==> src/rtl/mem_port_arbiter.sv <==
// Shares one 16-bit synchronous memory port between the fx68k bus and the SPI loader word stream.
// Optional SPI read-back path is built when MEM_ARB_SPI_READ_EN is defined.
module mem_port_arbiter #(
    parameter int C_ADDR_BITS = 23,
    parameter int C_LATENCY   = 2
) (
    input  logic                   clk,
    input  logic                   reset,
    input  logic                   cpu_as_n,
    input  logic                   cpu_rw,
    input  logic                   cpu_uds_n,
    input  logic                   cpu_lds_n,
    input  logic [C_ADDR_BITS-1:0] cpu_a,
    input  logic [15:0]            cpu_dout,
    output logic [15:0]            cpu_din,
    output logic                   dtack_n,
    input  logic                   spi_wr,
    input  logic [C_ADDR_BITS-1:0] spi_addr,
    input  logic [15:0]            spi_data,
    output logic                   spi_busy,
    output logic                   spi_overrun,
`ifdef MEM_ARB_SPI_READ_EN
    input  logic                   spi_rd,
    output logic [15:0]            spi_rdata,
    output logic                   spi_rvalid,
`endif
    output logic [C_ADDR_BITS-1:0] mem_addr,
    output logic [15:0]            mem_din,
    output logic                   mem_we,
    output logic                   mem_re,
    output logic                   mem_ub,
    output logic                   mem_lb,
    input  logic [15:0]            mem_dout
);

    localparam logic [3:0] LAT    = 4'(C_LATENCY);
    localparam logic [3:0] LAT_M1 = 4'(C_LATENCY - 1);

    typedef enum logic [1:0] {
        ST_IDLE     = 2'd0,
        ST_CPU_ACC  = 2'd1,
        ST_CPU_HOLD = 2'd2,
        ST_SPI_ACC  = 2'd3
    } state_t;

    state_t                 state_q, state_d;
    logic [3:0]             cnt_q, cnt_d;
    logic                   last_cpu_q, last_cpu_d;
    logic                   abort_q, abort_d;
    logic                   dtack_n_q, dtack_n_d;
    logic [15:0]            cpu_din_q, cpu_din_d;
    logic [C_ADDR_BITS-1:0] mem_addr_q, mem_addr_d;
    logic [15:0]            mem_din_q, mem_din_d;
    logic                   mem_we_q, mem_we_d;
    logic                   mem_re_q, mem_re_d;
    logic                   mem_ub_q, mem_ub_d;
    logic                   mem_lb_q, mem_lb_d;
    logic                   hold_full_q, hold_full_d;
    logic [C_ADDR_BITS-1:0] hold_addr_q, hold_addr_d;
    logic [15:0]            hold_data_q, hold_data_d;
    logic                   overrun_q, overrun_d;
    logic                   spi_done_s;
    logic                   spi_rd_s;
    logic                   hold_rd_s;

`ifdef MEM_ARB_SPI_READ_EN
    logic                   hold_rd_q, hold_rd_d;
    logic [15:0]            spi_rdata_q, spi_rdata_d;
    logic                   spi_rvalid_q, spi_rvalid_d;

    assign spi_rd_s  = spi_rd;
    assign hold_rd_s = hold_rd_q;
`else
    assign spi_rd_s  = 1'b0;
    assign hold_rd_s = 1'b0;
`endif

    // Next-state, memory strobes and SPI holding register
    always_comb begin
        state_d     = state_q;
        cnt_d       = cnt_q;
        last_cpu_d  = last_cpu_q;
        abort_d     = abort_q;
        dtack_n_d   = dtack_n_q;
        cpu_din_d   = cpu_din_q;
        mem_addr_d  = mem_addr_q;
        mem_din_d   = mem_din_q;
        mem_we_d    = 1'b0;
        mem_re_d    = mem_re_q;
        mem_ub_d    = mem_ub_q;
        mem_lb_d    = mem_lb_q;
        hold_full_d = hold_full_q;
        hold_addr_d = hold_addr_q;
        hold_data_d = hold_data_q;
        overrun_d   = overrun_q;
        spi_done_s  = 1'b0;
`ifdef MEM_ARB_SPI_READ_EN
        hold_rd_d    = hold_rd_q;
        spi_rdata_d  = spi_rdata_q;
        spi_rvalid_d = 1'b0;
`endif

        case (state_q)
            ST_IDLE: begin
                cnt_d   = 4'd0;
                abort_d = 1'b0;
                // A pending SPI word wins when the CPU is idle or had the last turn
                if (hold_full_q && (cpu_as_n || last_cpu_q)) begin
                    state_d    = ST_SPI_ACC;
                    mem_addr_d = hold_addr_q;
                    mem_din_d  = hold_data_q;
                    mem_we_d   = ~hold_rd_s;
                    mem_re_d   = hold_rd_s;
                    mem_ub_d   = 1'b1;
                    mem_lb_d   = 1'b1;
                end else if (!cpu_as_n) begin
                    state_d    = ST_CPU_ACC;
                    mem_addr_d = cpu_a;
                    mem_din_d  = cpu_dout;
                    mem_we_d   = ~cpu_rw;
                    mem_re_d   = cpu_rw;
                    mem_ub_d   = ~cpu_uds_n;
                    mem_lb_d   = ~cpu_lds_n;
                end else begin
                    mem_re_d = 1'b0;
                    mem_ub_d = 1'b0;
                    mem_lb_d = 1'b0;
                end
            end
            ST_CPU_ACC: begin
                if (cnt_q == LAT) begin
                    mem_re_d   = 1'b0;
                    mem_ub_d   = 1'b0;
                    mem_lb_d   = 1'b0;
                    last_cpu_d = 1'b1;
                    // A strobe released mid-access means the CPU abandoned the cycle
                    if (abort_q || cpu_as_n) begin
                        state_d = ST_IDLE;
                    end else begin
                        state_d   = ST_CPU_HOLD;
                        dtack_n_d = 1'b0;
                        if (mem_re_q) begin
                            cpu_din_d = mem_dout;
                        end else begin
                            cpu_din_d = cpu_din_q;
                        end
                    end
                end else begin
                    cnt_d   = cnt_q + 4'd1;
                    abort_d = abort_q | cpu_as_n;
                end
            end
            ST_CPU_HOLD: begin
                if (cpu_as_n) begin
                    dtack_n_d = 1'b1;
                    state_d   = ST_IDLE;
                end else begin
                    state_d = ST_CPU_HOLD;
                end
            end
            ST_SPI_ACC: begin
                // Reads wait one extra cycle so the returned word can be captured
                if (cnt_q == (hold_rd_s ? LAT : LAT_M1)) begin
                    spi_done_s = 1'b1;
                    mem_re_d   = 1'b0;
                    mem_ub_d   = 1'b0;
                    mem_lb_d   = 1'b0;
                    last_cpu_d = 1'b0;
                    state_d    = ST_IDLE;
`ifdef MEM_ARB_SPI_READ_EN
                    if (hold_rd_q) begin
                        spi_rdata_d  = mem_dout;
                        spi_rvalid_d = 1'b1;
                    end else begin
                        spi_rdata_d  = spi_rdata_q;
                        spi_rvalid_d = 1'b0;
                    end
`endif
                end else begin
                    cnt_d = cnt_q + 4'd1;
                end
            end
            default: begin
                state_d   = ST_IDLE;
                dtack_n_d = 1'b1;
                mem_re_d  = 1'b0;
                mem_ub_d  = 1'b0;
                mem_lb_d  = 1'b0;
            end
        endcase

        // The slot freed this cycle may be refilled by a request arriving now
        if (spi_done_s) begin
            hold_full_d = 1'b0;
        end else begin
            hold_full_d = hold_full_q;
        end
        if (spi_wr || spi_rd_s) begin
            if (!hold_full_q || spi_done_s) begin
                hold_full_d = 1'b1;
                hold_addr_d = spi_addr;
                hold_data_d = spi_data;
`ifdef MEM_ARB_SPI_READ_EN
                hold_rd_d   = ~spi_wr & spi_rd;
`endif
            end else begin
                overrun_d = 1'b1;
            end
        end else begin
            overrun_d = overrun_q;
        end
    end

    // State and output registers with synchronous reset
    always_ff @(posedge clk) begin
        if (reset) begin
            state_q     <= ST_IDLE;
            cnt_q       <= 4'd0;
            last_cpu_q  <= 1'b0;
            abort_q     <= 1'b0;
            dtack_n_q   <= 1'b1;
            cpu_din_q   <= 16'd0;
            mem_addr_q  <= '0;
            mem_din_q   <= 16'd0;
            mem_we_q    <= 1'b0;
            mem_re_q    <= 1'b0;
            mem_ub_q    <= 1'b0;
            mem_lb_q    <= 1'b0;
            hold_full_q <= 1'b0;
            hold_addr_q <= '0;
            hold_data_q <= 16'd0;
            overrun_q   <= 1'b0;
`ifdef MEM_ARB_SPI_READ_EN
            hold_rd_q    <= 1'b0;
            spi_rdata_q  <= 16'd0;
            spi_rvalid_q <= 1'b0;
`endif
        end else begin
            state_q     <= state_d;
            cnt_q       <= cnt_d;
            last_cpu_q  <= last_cpu_d;
            abort_q     <= abort_d;
            dtack_n_q   <= dtack_n_d;
            cpu_din_q   <= cpu_din_d;
            mem_addr_q  <= mem_addr_d;
            mem_din_q   <= mem_din_d;
            mem_we_q    <= mem_we_d;
            mem_re_q    <= mem_re_d;
            mem_ub_q    <= mem_ub_d;
            mem_lb_q    <= mem_lb_d;
            hold_full_q <= hold_full_d;
            hold_addr_q <= hold_addr_d;
            hold_data_q <= hold_data_d;
            overrun_q   <= overrun_d;
`ifdef MEM_ARB_SPI_READ_EN
            hold_rd_q    <= hold_rd_d;
            spi_rdata_q  <= spi_rdata_d;
            spi_rvalid_q <= spi_rvalid_d;
`endif
        end
    end

    assign cpu_din     = cpu_din_q;
    assign dtack_n     = dtack_n_q;
    assign spi_busy    = hold_full_q;
    assign spi_overrun = overrun_q;
    assign mem_addr    = mem_addr_q;
    assign mem_din     = mem_din_q;
    assign mem_we      = mem_we_q;
    assign mem_re      = mem_re_q;
    assign mem_ub      = mem_ub_q;
    assign mem_lb      = mem_lb_q;
`ifdef MEM_ARB_SPI_READ_EN
    assign spi_rdata   = spi_rdata_q;
    assign spi_rvalid  = spi_rvalid_q;
`endif

endmodule
==> config.mk <==
export PLATFORM = sky130hd
export DESIGN_NAME = mem_port_arbiter
export DESIGN_NICKNAME = d
export VERILOG_FILES = /design/src/rtl/mem_port_arbiter.sv
export SDC_FILE = /design/constraint.sdc
export NUM_CORES = 1
export LEC_CHECK = 0
export CAP_MARGIN = 20
export CORE_MARGIN = 2
export CORE_UTILIZATION = 44
export DETAILED_ROUTE_END_ITERATION = 8
export PLACE_DENSITY = 0.8
export SLEW_MARGIN = 20
export SYNTH_ARGS = -nofsm -noshare
export SYNTH_HDL_FRONTEND = slang
export SYNTH_SLANG_ARGS = --single-unit
==> constraint.sdc <==
create_clock -name clk -period 2.1 [get_ports clk]
set_clock_uncertainty 0.1 [all_clocks]
set_input_delay 0.42 -clock clk [delete_from_list [all_inputs] [get_ports clk]]
set_output_delay 0.42 -clock clk [all_outputs]
set_load 0.005 [all_outputs]
After elaboration in Yosys (flattened, before gate mapping):

Cells that the tools add are included.

* bits in read-only memories: 0
* flip-flop bits (word level): 109
* output and inout bits: 62
* bits of input ports: 101
* memories: 0
* bits in latches: 0
* memory bits (writable): 0

* bitwise operators: 7
* add/sub/neg operators: 1
* div/mod/pow operators: 0
* multiplexer cells: 40
* equality and inequality tests: 13
* shift operators: 0
* reduce and logical (&&, ||, !) cells: 21
* multipliers: 0
* magnitude comparators: 0

Operator list (count)
* $mux 23: 2
* $mux 16: 2
* $mux 1: 20
* $mux 2: 6
* $ne 2x2->1 const B: 6
* $pmux 4 s3: 1
* $reduce_and 3->1: 4
* $pmux 1 s3: 3
* $mux 4: 2
* $pmux 2 s4: 1
* $reduce_and 2->1: 4
* $reduce_and 4->1: 2
* $not 1->1: 6
* $pmux 1 s2: 3
* $reduce_bool 2->1: 3
* $add 4x1->4 const B: 1
* $eq 2x2->1 const B: 2
* $eq 4x1->1 const B: 1
* $eq 4x2->1 const B: 1
* $logic_or 1x1->1: 3
* $ne 3x3->1 const B: 1
* $reduce_bool 3->1: 1
* $eq 2x1->1 const B: 1
* $logic_not 2->1: 1
* other kinds (5): 5

Longest topological paths before layout:

* depth in word-level cells: 6
* mapped depth: 8
* depth with buffers taken out: 6

Worst setup path before layout:

Ideal clock, no wire load.

* path type: reg2reg
* from: reg cnt_q[0]
* to: reg cnt_q[0]
* period minus slack after synthesis: 1732 ps
* stages on the path, launching flop included: 6
* path slack: 368 ps
* arrival time: 1545 ps
* path buffers: 0
* setup time: 87 ps
* cells stage by stage: dfxtp_1 > ha_1 > or4bb_1 > o221a_2 > or3_1 > o31ai_1

* word-level cells in the longest chain between the ends: 3
* elaborated cells on any way between the ends: 9

Ends and longest elaborated chain
* start, declared: RTL line 47 `logic [3:0] cnt_q, cnt_d;`
* start signal, assigned: RTL line 240 `cnt_q <= cnt_d;`
* $add 4x1->4, or another cell as far along: RTL line 149, 180
* $mux 4, or another cell as far along: RTL line 163 `if (cnt_q == (hold_rd_s ? LAT : LAT_M1)) begin`
* $pmux 4 s3 or $reduce_and 3->1 (tied branches)

Parallel ways exist; a longest one is shown, timed or not. The select of a mux whose other input is x is not followed.
A chain may end at the register's enable or synchronous reset.

Worst setup path in the final report:

Same ends and word-level chain as after synthesis.

==> flow_summary_export.csv <==
group,metric,value,unit
run_status,run_status,"finished, final reports clean",
cts,root_buffer,"clkbuf_8",
worst_setup_path,path_max_fanout,6,
timing,setup_violations,0,
flow_run,max_cap_violations,0,
timing,worst_pin_slew,0.323,ns
die,fp.dieH,104,um
cts,clockBufferDepth,2,
drt,vias_per_cell,5.18,
drt,routed_wl,11.8,mm
global_routing,globalRouteTotalUtil,0.218,
drt,ant_nets,0,
layout,area_growth,46.4,%
synthesis,syn_area,0.00439,sq mm
worst_setup_path,startpoint_type,"flop",
die,start_util,0.451,
synthesis,synth-warning-count,0,
synthesis,synth_cells,508,
place,dp_cells,780,
timing,post-route-period-util,0.934,
power_and_ir_drop,p_leak,2.54,nW
synthesis,async_flop_share,0,
cts,cts_tree,"built",
drt,num_vias,4124,
layout,drive_gt1_frac,0.0603,
synthesis,syn_nets,612,
synthesis,ys_types,39,
drt,drcViolationCount,0,
die,top_level_ports,163,
global_routing,antenna_found_initial,0,
worst_setup_path,cp.required,2.26,ns
power_and_ir_drop,vdd_drop_max,0.357,mV
cts,cts.hold.buffers_added,0,
layout,finish.utilization,0.660,
cts,cts_setup_buffers,0,
synthesis,synth_flop_cell,"dfxtp_1",
cts,h-tree-depth,3,
min_path,timing.hold.worst.class,"input port to flop",
global_routing,grt_pass1_wl,19.2,mm
die,core_area,0.00973,sq mm
cts,numCtsBuffers,9,
timing,hold_viol_final,0,
synthesis,avgSynthCellArea,8.63,sq um
place,portBuffers,162,
timing,fin_crit,1.96,ns
timing,rsz0062_at_grt,"no",
cts,worstSkewPairLatency,0.36,ns
timing,setup_slack,0.139,ns
cts,clkTransAtPathRegs,0.11,ns
place,dp_slack,-0.0619,ns
timing,tns,0,ns
die,die_area,0.0108,sq mm
worst_setup_path,path_class,"flop to flop",
place,dp.final_hpwl,8.71,mm
power_and_ir_drop,power_density,705,mW/mm^2
global_routing,grt_max_degree,59,
synthesis,seq_area_frac_synth,0.498,
cts,ctsResizeCount,0,
place,gp_congestion,0.825,
drt,post_drt_wl_per_cell,14.8,um
layout,diodes,0,
layout,layout.cells.non_filler,796,
die,die_width,104,um
cts,cts.sinks,109,
synthesis,yosys_register_bits,109,
global_routing,grt-ovfl-total,0,
timing,timing.slew.headroom,0.779,
power_and_ir_drop,total_power,4.52,mW
worst_setup_path,crit_arrival,2.12,ns
timing,fmax,510,MHz
layout,fin_nets,762,
worst_setup_path,crit_path_end_kind,"flop",
synthesis,synth-edff-count,0,
drt,drtIter0Drc,139,
drt,drt_pass1_iterations,4,
die,rows,36,
timing,slew_violations,0,
global_routing,grt_pass1_vias,3917,
==> logic make-up after synthesis <==
kind of cell	share of synthesized area
AO/OA/AOI/OAI	0.173
adder cells (fa/ha/maj)	0.00856
buffers and inverters	0.0491
flip-flops	0.498
multiplexers	0.0913
AND/OR/NAND/NOR	0.180
==> per-layer routing <==
metal | vias to the layer above | track usage | share of wire
met5 | - | 0 | 0
met4 | 0 | 0.0801 | 0.023
met3 | 21 | 0.0510 | 0.062
met2 | 137 | 0.365 | 0.48
met1 | 1915 | 0.274 | 0.43
li1 | 2051 | - | -
==> cell usage in the layout (no fill, tap or decap), drive strengths merged, types with 2 or more instances in the layout <==
master,synthesis,final
nand2b,2,2
nor4b,2,2
o21ai,7,7
a21oi,64,64
dfxtp,109,109
a31oi,2,2
or3,2,2
nand3,3,3
mux2i,40,40
ha,3,3
o21a,2,2
nand2,117,117
nor2b,3,3
buf,21,18
clkdlybuf4s50,0,161
inv,5,10
a211oi,40,40
clkbuf,19,10
nor2,47,47
and2,2,2
nor3,3,3
o31ai,2,2
nor3b,2,2
==> stage by stage <==
step / area [sq um] / hold WS (ns)
floorplan: 4390 / 0.331
global placement: 6230 / 0.339
detailed placement: 6230 / 0.344
CTS: 6420 / 0.323
global route: 6420 / 0.348
finish: 6420 / 0.342
==> path summary, 6_finish.rpt <==
| kind | depth (start not counted) | start | to | slack, ns |
|---|---|---|---|---|
| worst max-delay path | 5 | cnt_q[0]$_SDFFE_PP0P_ | cnt_q[0]$_SDFFE_PP0P_ | 0.14 |
| worst min-delay path | 2 | reset | cpu_din[9]$_SDFFE_PP0P_ | 0.34 |
| worst max register to register | 5 | cnt_q[0]$_SDFFE_PP0P_ | cnt_q[0]$_SDFFE_PP0P_ | 0.14 |
| worst min register to register | 2 | hold_addr_q[22]$_SDFFE_PP0P_ | hold_addr_q[22]$_SDFFE_PP0P_ | 0.36 |
==> sequential cells by signal (all words and copies together) (netlist names) <==
| register | count |
|---|---|
| mem_addr | 23 |
| cnt_q | 4 |
| dtack_n | 1 |
| abort_q | 1 |
| state_q | 2 |
| mem_lb | 1 |
| mem_re | 1 |
| hold_addr_q | 23 |
| cpu_din | 16 |
| spi_overrun | 1 |
| hold_data_q | 16 |
| last_cpu_q | 1 |
| mem_din | 16 |
| mem_ub | 1 |
| mem_we | 1 |
| spi_busy | 1 |
==> synth_stat cells, types with 2 or more instances <==
master,n,area share
dfxtp_1,109,0.50
nand3_1,3,0.0034
a31oi_1,2,0.0029
nor3_1,3,0.0034
clkbuf_1,17,0.015
a211oi_1,40,0.068
a21oi_1,64,0.073
and2_1,2,0.0029
o31ai_1,2,0.0034
clkbuf_2,2,0.0023
o21a_1,2,0.0034
nor2_1,47,0.040
o21ai_2,2,0.0040
nand2_1,117,0.10
or3_1,2,0.0029
buf_6,2,0.0051
buf_2,17,0.019
nand2b_1,2,0.0029
inv_1,5,0.0043
ha_1,3,0.0086
buf_4,2,0.0034
mux2i_1,40,0.091
nor2b_1,3,0.0043
o21ai_0,5,0.0057
==> cell type report <==
type | count | area (sq um)
tap | 133 | 166
sequential | 109 | 2180
timing repair buffer | 179 | 1860
clock buffer | 10 | 128
inverter | 5 | 18.8
clock inverter | 6 | 60.1
multi-input combinational | 354 | 2000
fill | 826 | 3310
==> worst max-delay path, cell delays in order, from the launching register on <==
cell,delay [ns]
dfxtp_1,0.44
ha_1,0.25
or4bb_1,0.50
o221a_2,0.17
or3_1,0.33
o31ai_1,0.09
==> where the power goes <==
group          leakage [nW]  internal (mW)  switching, mW
clock network        0.0972          0.469          0.741
logic                  1.55          0.573          0.420
registers             0.895           2.23         0.0930
No activity file was read; power rests on OpenSTA's default activity.
